**src/rtl/reg_file_param_if.sv**
```systemverilog
// Bus bundle for reg_file_param: function/enable/load inputs, read selects and read-port outputs.
interface reg_file_param_if #(
    parameter int NBITS = 8,
    parameter int NR    = 4,
    parameter int NT    = 4,
    localparam int SELW = $clog2(NR + NT)
);
    logic [1:0]       funsel;
    logic [NR-1:0]    rsel;
    logic [NT-1:0]    tsel;
    logic [NBITS-1:0] din;
    logic [SELW-1:0]  o1sel;
    logic [SELW-1:0]  o2sel;
    logic [NBITS-1:0] o1;
    logic [NBITS-1:0] o2;
    logic             o1_zero;
    logic [NT+NR-1:0] wrap;

    modport master (
        output funsel, rsel, tsel, din, o1sel, o2sel,
        input  o1, o2, o1_zero, wrap
    );

    modport slave (
        input  funsel, rsel, tsel, din, o1sel, o2sel,
        output o1, o2, o1_zero, wrap
    );
endinterface

```
**src/rtl/reg_file_param.sv**
```systemverilog
// reg_file_param: NR general + NT temporary registers with shared dec/inc/load/clear, sticky wrap
// flags and two registered read ports. Define RF_BYPASS_EN for write-to-read forwarding.
module reg_file_param #(
    parameter int NBITS = 8,
    parameter int NR    = 4,
    parameter int NT    = 4,
    localparam int SELW = $clog2(NR + NT)
) (
    input logic             clk,
    input logic             rst_n,
    reg_file_param_if.slave bus
);
    localparam int NREG = NT + NR;
    localparam logic [NBITS-1:0] ONE = NBITS'(1);

    typedef enum logic [1:0] {
        FN_DEC  = 2'b00,
        FN_INC  = 2'b01,
        FN_LOAD = 2'b10,
        FN_CLR  = 2'b11
    } fun_e;

    fun_e             fn;
    logic [NREG-1:0]  en;
    logic [NREG-1:0]  wrap_q;
    logic [NBITS-1:0] src [NREG];
    logic [SELW-1:0]  s1, s2;
    logic [NBITS-1:0] rd1, rd2;
    logic [NBITS-1:0] o1_q, o2_q;
    logic             o1_zero_q;

    assign fn = fun_e'(bus.funsel);
    assign s1 = bus.o1sel;
    assign s2 = bus.o2sel;

    // Storage follows the read-select encoding (T1..Tn, then R1..Rn); enables are MSB-first.
    for (genvar i = 0; i < NT; i++) begin : g_ten
        assign en[i] = bus.tsel[NT-1-i];
    end
    for (genvar j = 0; j < NR; j++) begin : g_ren
        assign en[NT+j] = bus.rsel[NR-1-j];
    end

    for (genvar i = 0; i < NREG; i++) begin : g_reg
        logic [NBITS-1:0] q, d;
        logic             w_q, w_d;

        always_comb begin
            d   = q;
            w_d = w_q;
            if (en[i]) begin
                case (fn)
                    FN_DEC: begin
                        d = q - ONE;
                        if (q == '0) w_d = 1'b1;
                    end
                    FN_INC: begin
                        d = q + ONE;
                        if (q == '1) w_d = 1'b1;
                    end
                    FN_LOAD: begin
                        d   = bus.din;
                        w_d = 1'b0;
                    end
                    FN_CLR: begin
                        d   = '0;
                        w_d = 1'b0;
                    end
                endcase
            end
        end

        always_ff @(posedge clk or negedge rst_n) begin
            if (!rst_n) begin
                q   <= '0;
                w_q <= 1'b0;
            end else begin
                q   <= d;
                w_q <= w_d;
            end
        end

        assign wrap_q[i] = w_q;
`ifdef RF_BYPASS_EN
        assign src[i] = d;
`else
        assign src[i] = q;
`endif
    end

    always_comb begin
        rd1 = '0;
        rd2 = '0;
        if (32'(s1) < NREG) rd1 = src[s1];
        if (32'(s2) < NREG) rd2 = src[s2];
    end

    always_ff @(posedge clk or negedge rst_n) begin
        if (!rst_n) begin
            o1_q      <= '0;
            o2_q      <= '0;
            o1_zero_q <= 1'b1;
        end else begin
            o1_q      <= rd1;
            o2_q      <= rd2;
            o1_zero_q <= (rd1 == '0);
        end
    end

    assign bus.o1      = o1_q;
    assign bus.o2      = o2_q;
    assign bus.o1_zero = o1_zero_q;
    assign bus.wrap    = wrap_q;
endmodule

```
**src/flat_wrapper.sv**
```systemverilog
// flat-port wrapper written by rule: the top's interface ports become plain ports
module reg_file_param_flat 
#(
    parameter int NBITS = 8,
    parameter int NR    = 4,
    parameter int NT    = 4,
    localparam int SELW = $clog2(NR + NT)
)
  (clk, rst_n, bus_funsel, bus_rsel, bus_tsel, bus_din, bus_o1sel, bus_o2sel, bus_o1, bus_o2, bus_o1_zero, bus_wrap);
  reg_file_param_if #(.NBITS(NBITS), .NR(NR), .NT(NT)) bus_i ();
  input logic clk;
  input logic rst_n;
  input wire logic [$bits(bus_i.funsel)-1:0] bus_funsel;
  input wire logic [$bits(bus_i.rsel)-1:0] bus_rsel;
  input wire logic [$bits(bus_i.tsel)-1:0] bus_tsel;
  input wire logic [$bits(bus_i.din)-1:0] bus_din;
  input wire logic [$bits(bus_i.o1sel)-1:0] bus_o1sel;
  input wire logic [$bits(bus_i.o2sel)-1:0] bus_o2sel;
  output wire logic [$bits(bus_i.o1)-1:0] bus_o1;
  output wire logic [$bits(bus_i.o2)-1:0] bus_o2;
  output wire logic [$bits(bus_i.o1_zero)-1:0] bus_o1_zero;
  output wire logic [$bits(bus_i.wrap)-1:0] bus_wrap;
  assign bus_i.funsel = bus_funsel;
  assign bus_i.rsel = bus_rsel;
  assign bus_i.tsel = bus_tsel;
  assign bus_i.din = bus_din;
  assign bus_i.o1sel = bus_o1sel;
  assign bus_i.o2sel = bus_o2sel;
  assign bus_o1 = bus_i.o1;
  assign bus_o2 = bus_i.o2;
  assign bus_o1_zero = bus_i.o1_zero;
  assign bus_wrap = bus_i.wrap;
  reg_file_param #(.NBITS(NBITS), .NR(NR), .NT(NT)) u_core (.clk(clk), .rst_n(rst_n), .bus(bus_i));
endmodule
```
**config.mk**
```make
export PLATFORM = sky130hd
export DESIGN_NAME = reg_file_param_flat
export DESIGN_NICKNAME = d
export VERILOG_FILES = /design/src/rtl/reg_file_param_if.sv /design/src/rtl/reg_file_param.sv /design/src/flat_wrapper.sv
export SDC_FILE = /design/constraint.sdc
export NUM_CORES = 1
export LEC_CHECK = 0
export BUFFER_PORTS_ARGS = -buffer_cell sky130_fd_sc_hd__buf_2
export CAP_MARGIN = 20
export CORE_MARGIN = 8
export CORE_UTILIZATION = 62
export DETAILED_ROUTE_END_ITERATION = 10
export PLACE_DENSITY_LB_ADDON = 0.12
export SLEW_MARGIN = 25
export SYNTH_ARGS = -nofsm -noshare
export SYNTH_HDL_FRONTEND = slang
export SYNTH_SLANG_ARGS = --single-unit
```
**constraint.sdc**
```tcl
create_clock -name clk -period 2.4 [get_ports clk]
set_clock_uncertainty 0.15 [all_clocks]
set_input_delay 0.12 -clock clk [delete_from_list [all_inputs] [get_ports clk]]
set_output_delay 0.12 -clock clk [all_outputs]
set_load 0.02 [all_outputs]
```
---- Word level (Yosys, flattened, before mapping) ----
Index checks and enable logic that the tools add are counted.
storage, ports and cells
  output and inout bits ................... 25
  register bits after elaboration ......... 89
  bits of input ports ..................... 26
  word-level logic and storage cells ...... 123
operators by class
  equality and inequality tests ........... 27
  $add $sub $neg .......................... 16
  order comparisons ....................... 2
  reductions and logical operators ........ 19
  muxes and demuxes ....................... 38
  bitwise gates (word level) .............. 2
operator list
  kind                                                 count
  one-hot mux 8 bit (4 select lines)                   8
  zero test 8 bit                                      9
  adder 8 x 1 -> 8 bit, second input constant          8
  equality test 8 bit, second input constant           8
  subtractor 8 x 1 -> 8 bit, second input constant     8
  binary-select mux 8 bit (select 3 bit)               2
  two-way mux 8 bit                                    4
  != test 2 x 1 -> 1 bit, second input constant        16
  one-hot mux 1 bit (3 select lines)                   8
  AND reduction 3 bit                                  8
  two-way mux 1 bit                                    16
  >= comparator 4 bit, second input constant           2
  inverter 3 -> 4 bit                                  2
  equality test 2 bit, second input constant           2
  equality test 2 x 1 -> 1 bit, second input constant  1
  zero test 2 bit                                      1
  OR reduction 2 bit                                   1

---- Depth between registers and ports, before layout ----
  depth after elaboration ................. 5
  gate-level depth with buffers ........... 11
  depth with buffers taken out ............ 8

---- Worst setup path before layout ----
No wires, ideal clock.
  path kind ............................... input -> register
  start point ............................. input port bus_funsel[0]
  end point ............................... register u_core.g_reg[7].q[6]
  arrival ................................. 3.369 ns
  buffers on the path ..................... 3
  library setup time ...................... 0.131 ns
  stages on the path ...................... 11
  path slack .............................. -1.250 ns
  data required time ...................... 2.119 ns
  cell sequence ........................... clkbuf_1 > nor2b_1 > clkbuf_1 > clkbuf_1 > inv_1 > fa_1 > a211oi_1 > o21bai_1 > a21oi_1 > nor4b_1 > or3_1
on the way
  longest elaborated chain between the ends .. 2
  elaborated cells on any way between the ends .. 5
  those cells by class .................... 3 x eq/ne; 1 x mux; 1 x reduce/logical
ends and longest elaborated chain
  element                                      RTL line              text
  from (decl)                                  flat_wrapper.sv:13    input wire logic [$bits(bus_i.funsel)-1:0] bus_funsel;
  equality test 2 bit (tied with other cells)  reg_file_param.sv:52  case (fn)
  one-hot mux 8 bit (4 select lines) *         reg_file_param.sv:52
  to (signal assigned)                         reg_file_param.sv:75  q <= '0;
  to (signal assigned)                         reg_file_param.sv:78  q <= d;
  to (decl)                                    reg_file_param.sv:45  logic [NBITS-1:0] q, d;
Every way passes the cells marked *; elsewhere a longest branch is shown, timed or not.
A chain may end at the register's enable or synchronous reset.

---- Final worst setup path ----
  start point ............................. input port bus_funsel[1]
  end point ............................... register u_core.g_reg[7].q[7]
The elaborated chain is that of the path after synthesis.

==> reports/summary.txt <==
========================================================================================================
Final antenna-violating net count                                                                      0
Leakage power                                                                                   3.588 nW
Largest driver fanout on the critical path                                                            37
Synthesized net count                                                                                836
Sink of the worst hold path                                                                 u_core.g_reg[5].q[5]$_DFFE_PN0P_
First-pass iteration count of the detailed router                                                      5
Number of warning messages in the yosys log                                                            0
Max-slew violations                                                                                    0
Count of maximum capacitance violations                                                                0
Result of the run                                                                           complete, no violations
Net switching power                                                                           0.003018 W
Width of the chip                                                                               123.7 um
I/O Pins                                                                                              51
Power density over the cells                                                                886.3 nW/um^2
IR Drop Worst-Case VDD                                                                         0.6193 mV
Most frequent cells in the layout                                                           sky130_fd_sc_hd__dfrtp_1 (88), sky130_fd_sc_hd__a21oi_1 (75), sky130_fd_sc_hd__buf_4 (75)
Share of the synthesized area in the top cell type                                                0.3061
Number of fillers in the final layout                                                                815
Hold-critical path depth                                                                               3
Number of global-route vias before repair                                                           6798
Clock root cell                                                                             sky130_fd_sc_hd__clkbuf_16
Initial antenna violation count                                                                        0
Hold Violations, Final                                                                                 0
Cell count of the worst reg-to-reg path                                                                6
Reg2Reg Setup Slack                                                                               200 ps
Clk pwr share                                                                                      0.197
Core Area                                                                                     11370 um^2
Overall routed net length                                                                       21700 um
Total half-perimeter wirelength after legalization and detailed placement                       15390 um
TritonCTS Buffers                                                                                      9
Startpoint kind of the worst setup timing path                                              primary input
Global-route wire length before repair                                                          35310 um
Post-detailed-route wirelength per cell                                                         22.08 um
CTS tree                                                                                             yes
Most common cell after layout, fill and taps aside                                          sky130_fd_sc_hd__dfrtp_1
Required time at the worst-slack endpoint                                                        2480 ps
Primary FF master, synth                                                                    sky130_fd_sc_hd__dfrtp_1
Terminus of the critical flop-to-flop path                                                  u_core.g_reg[4].q[7]$_DFFE_PN0P_
Number of clock sinks                                                                                 89
Total overflow reported by the global router                                                           0
Combined global-route utilization of all metal layers                                             0.3005
Remaining routing DRC violations                                                                       0
Total number of placement rows                                                                        39
Final std cells w/o fill                                                                             983
Largest net degree at the start of global routing                                                     46
Placed Cells                                                                                         965
Post-route clock period utilization                                                               0.9194
Number of distinct library cell variants in the gate-level netlist after synthesis                    45
H-Tree Depth                                                                                           3
Number of enable flip-flop cells after synthesis                                                       0
Cell type with the largest total area after synthesis                                       sky130_fd_sc_hd__dfrtp_1
Data arrival, critical path                                                                      2290 ps
Slew of the pin with the lowest slew margin                                                     869.9 ps
Dominant cells by area after synthesis                                                      sky130_fd_sc_hd__dfrtp_1 (31%), sky130_fd_sc_hd__mux4_2 (10%), sky130_fd_sc_hd__ha_1 (9.7%)
Part of the total power dissipated in combinational logic                                          0.477
Height of the chip                                                                              123.7 um
Final period demand of the worst path                                                            2207 ps
Clock insertion delay at the later pin of the skew report                                         350 ps
Synth Instances                                                                                      746
RSZ-0062 raised after global routing                                                                  no
Fmax achieved                                                                                 0.4532 GHz
Class of the tightest hold or removal check                                                    in -> reg
Beginning of the worst hold path                                                             bus_rsel[2]
Slew Limit Headroom                                                                               0.4162
# setup viols final                                                                                    0
Combined area of all synthesized cells                                                         7193 um^2
Share of cells above drive strength 1                                                             0.2690
Post-synth ARST share                                                                              1.000
Post-CTS clock slew at the launch and capture registers of the worst setup and hold paths          70 ps
Part of the total power dissipated in sequential elements                                          0.326
Total number of vias                                                                                6653
FF-to-FF Start                                                                              u_core.g_reg[4].q[1]$_DFFE_PN0P_
Syn avg cell area                                                                             9.642 um^2
Sw Share                                                                                          0.4034
Iteration-0 DRC count of the detailed router                                                         813
Placer's final routability congestion estimate                                                    0.9725
Number of buffers on the longest clock path                                                            2
Post-synthesis register bit count                                                                     89
Number of nets in the layout                                                                         925
Crit Path Class                                                                                in -> reg
Initial standard-cell utilization of the core                                                     0.6327
Layout area overhead                                                                              17.36%
Portion of the post-synthesis area used by sequential elements                                    0.3098
Inserted Diodes                                                                                        0
Setup crit end kind                                                                                 flop
Post-layout power                                                                             0.007482 W
Die footprint                                                                                 15300 um^2
Count of input and output buffers                                                                     50
Routed via count divided by cell count                                                             6.768
Total internal power                                                                          0.004464 W
========================================================================================================
-- cell type report --
class | count | area, um^2 | area share
Clock buffer | 9 | 225.2 | 0.02668
Inverter | 13 | 52.55 | 0.006225
Timing Repair Buffer | 130 | 908.4 | 0.1076
Sequential cell | 89 | 2228 | 0.2640
Tap cell | 143 | 178.9 | 0.02119
Multi-Input combinational cell | 592 | 4768 | 0.5648
Clock inverter | 7 | 80.08 | 0.009486
-- state kept, by name, indices dropped and copies added (netlist names) --
register            flops
u_core.bus.o1           8
u_core.bus.o1_zero      1
u_core.bus.o2           8
u_core.g.q             64
u_core.g.w_q            8
-- logic make-up (layout without fill, tap and decap cells) --
kind of cell               count (synthesis)  in the layout  share of synthesized area
xor gates and xnor gates                  32             32                    0.03896
and+or+nand+nor                          205            205                     0.1465
AOI/OAI and AO/OA                        228            228                     0.1978
DFF                                       89             89                     0.3098
muxes                                     63             63                     0.1473
adders and majority gates                 64             64                     0.1197
buffers and inverters                     65            159                    0.04000
-- worst max-delay path, stage by stage --
cell and delay (ps):
sky130_fd_sc_hd__buf_2 130, sky130_fd_sc_hd__nor2b_1 240, sky130_fd_sc_hd__clkinvlp_4 200, sky130_fd_sc_hd__buf_12 210
sky130_fd_sc_hd__ha_1 290, sky130_fd_sc_hd__a21o_1 100, sky130_fd_sc_hd__a21oi_1 90, sky130_fd_sc_hd__o31ai_1 460
sky130_fd_sc_hd__a21oi_1 80, sky130_fd_sc_hd__or3_1 360
-- cells in the mapped netlist (7+ instances only) --
cell,number
sky130_fd_sc_hd__a31oi_1,9
sky130_fd_sc_hd__a21oi_1,82
sky130_fd_sc_hd__a211oi_1,9
sky130_fd_sc_hd__o211ai_1,17
sky130_fd_sc_hd__xor2_1,16
sky130_fd_sc_hd__nor4_1,17
sky130_fd_sc_hd__a2bb2oi_1,8
sky130_fd_sc_hd__o31ai_1,7
sky130_fd_sc_hd__or3_1,15
sky130_fd_sc_hd__nand2_1,71
sky130_fd_sc_hd__mux4_2,32
sky130_fd_sc_hd__buf_4,9
sky130_fd_sc_hd__and4_1,7
sky130_fd_sc_hd__dfrtp_1,88
sky130_fd_sc_hd__a21o_1,16
sky130_fd_sc_hd__mux2_2,23
sky130_fd_sc_hd__a21boi_0,13
sky130_fd_sc_hd__xnor2_1,16
sky130_fd_sc_hd__ha_1,56
sky130_fd_sc_hd__clkbuf_1,36
sky130_fd_sc_hd__fa_1,8
sky130_fd_sc_hd__nor2_1,43
sky130_fd_sc_hd__nand4_1,17
sky130_fd_sc_hd__o21bai_1,8
sky130_fd_sc_hd__o21a_1,15
sky130_fd_sc_hd__a22oi_1,8
sky130_fd_sc_hd__nor2b_1,8
sky130_fd_sc_hd__o21ai_0,32
sky130_fd_sc_hd__nor4b_1,7
sky130_fd_sc_hd__mux2i_1,8
sky130_fd_sc_hd__nand3b_1,8
sky130_fd_sc_hd__inv_1,12
-- power by group through the flow --
stage	registers, W	clock network, W	logic (W)
6_report	0.00244	0.00148	0.00357
5_1_grt	0.00248	0.00155	0.00392
4_1_cts	0.00240	0.00149	0.00354
3_5_place_dp	0.00243	0	0.00350
3_3_place_gp	0.00239	0	0.00334
2_1_floorplan	0.00240	0	0.00226
-- repair_timing --
action                    in CTS  in global routing
buffers inserted               0                  0
hold buffers                   2                  0
hold endpoints to repair      44                  0
gates resized for setup        0                  0
-- worst max-delay path by stage --
| stage | startpoint | endpoint | depth (start not counted) |
|---|---|---|---|
| after global placement | bus_funsel[1] | u_core.g_reg[7].q[7]$_DFFE_PN0P_ | 10 |
| after global routing | u_core.g_reg[4].q[1]$_DFFE_PN0P_ | u_core.g_reg[4].q[7]$_DFFE_PN0P_ | 6 |
| after detailed placement | bus_funsel[1] | u_core.g_reg[2].q[6]$_DFFE_PN0P_ | 10 |
| final | bus_funsel[1] | u_core.g_reg[7].q[7]$_DFFE_PN0P_ | 10 |
| after CTS | u_core.g_reg[4].q[1]$_DFFE_PN0P_ | u_core.g_reg[4].q[7]$_DFFE_PN0P_ | 6 |
| after floorplan | bus_funsel[0] | u_core.g_reg[1].q[7]$_DFFE_PN0P_ | 11 |
-- per-stage QoR --
step | setup TNS, ps | instance area, um^2 | utilization | setup slack, ps | hold WS (ps)
2_1_floorplan | -35020 | 7322 | - | -915.4 | -325.6
3_3_place_gp | -515.7 | 8117 | 0.7139 | -84.80 | 3.112
3_5_place_dp | -1358 | 8117 | 0.7139 | -144.9 | 7.043
4_1_cts | 0 | 8442 | 0.7425 | 209.7 | 18.22
5_1_grt | 0 | 8442 | 0.7425 | 10.80 | 46.50
6_report | 0 | 8442 | 0.7425 | 193.5 | 27.73
-- routing by layer --
metal / GRT usage / vias to the layer above / part of all wire
met1: 0.3909 / 3249 / 0.41
met2: 0.4655 / 339 / 0.46
met4: 0.1655 / 0 / 0.044
met5: 0 / - / 0
met3: 0.05757 / 74 / 0.089
li1: - / 2991 / -
Note: power is estimated with default switching activity, not from simulation.
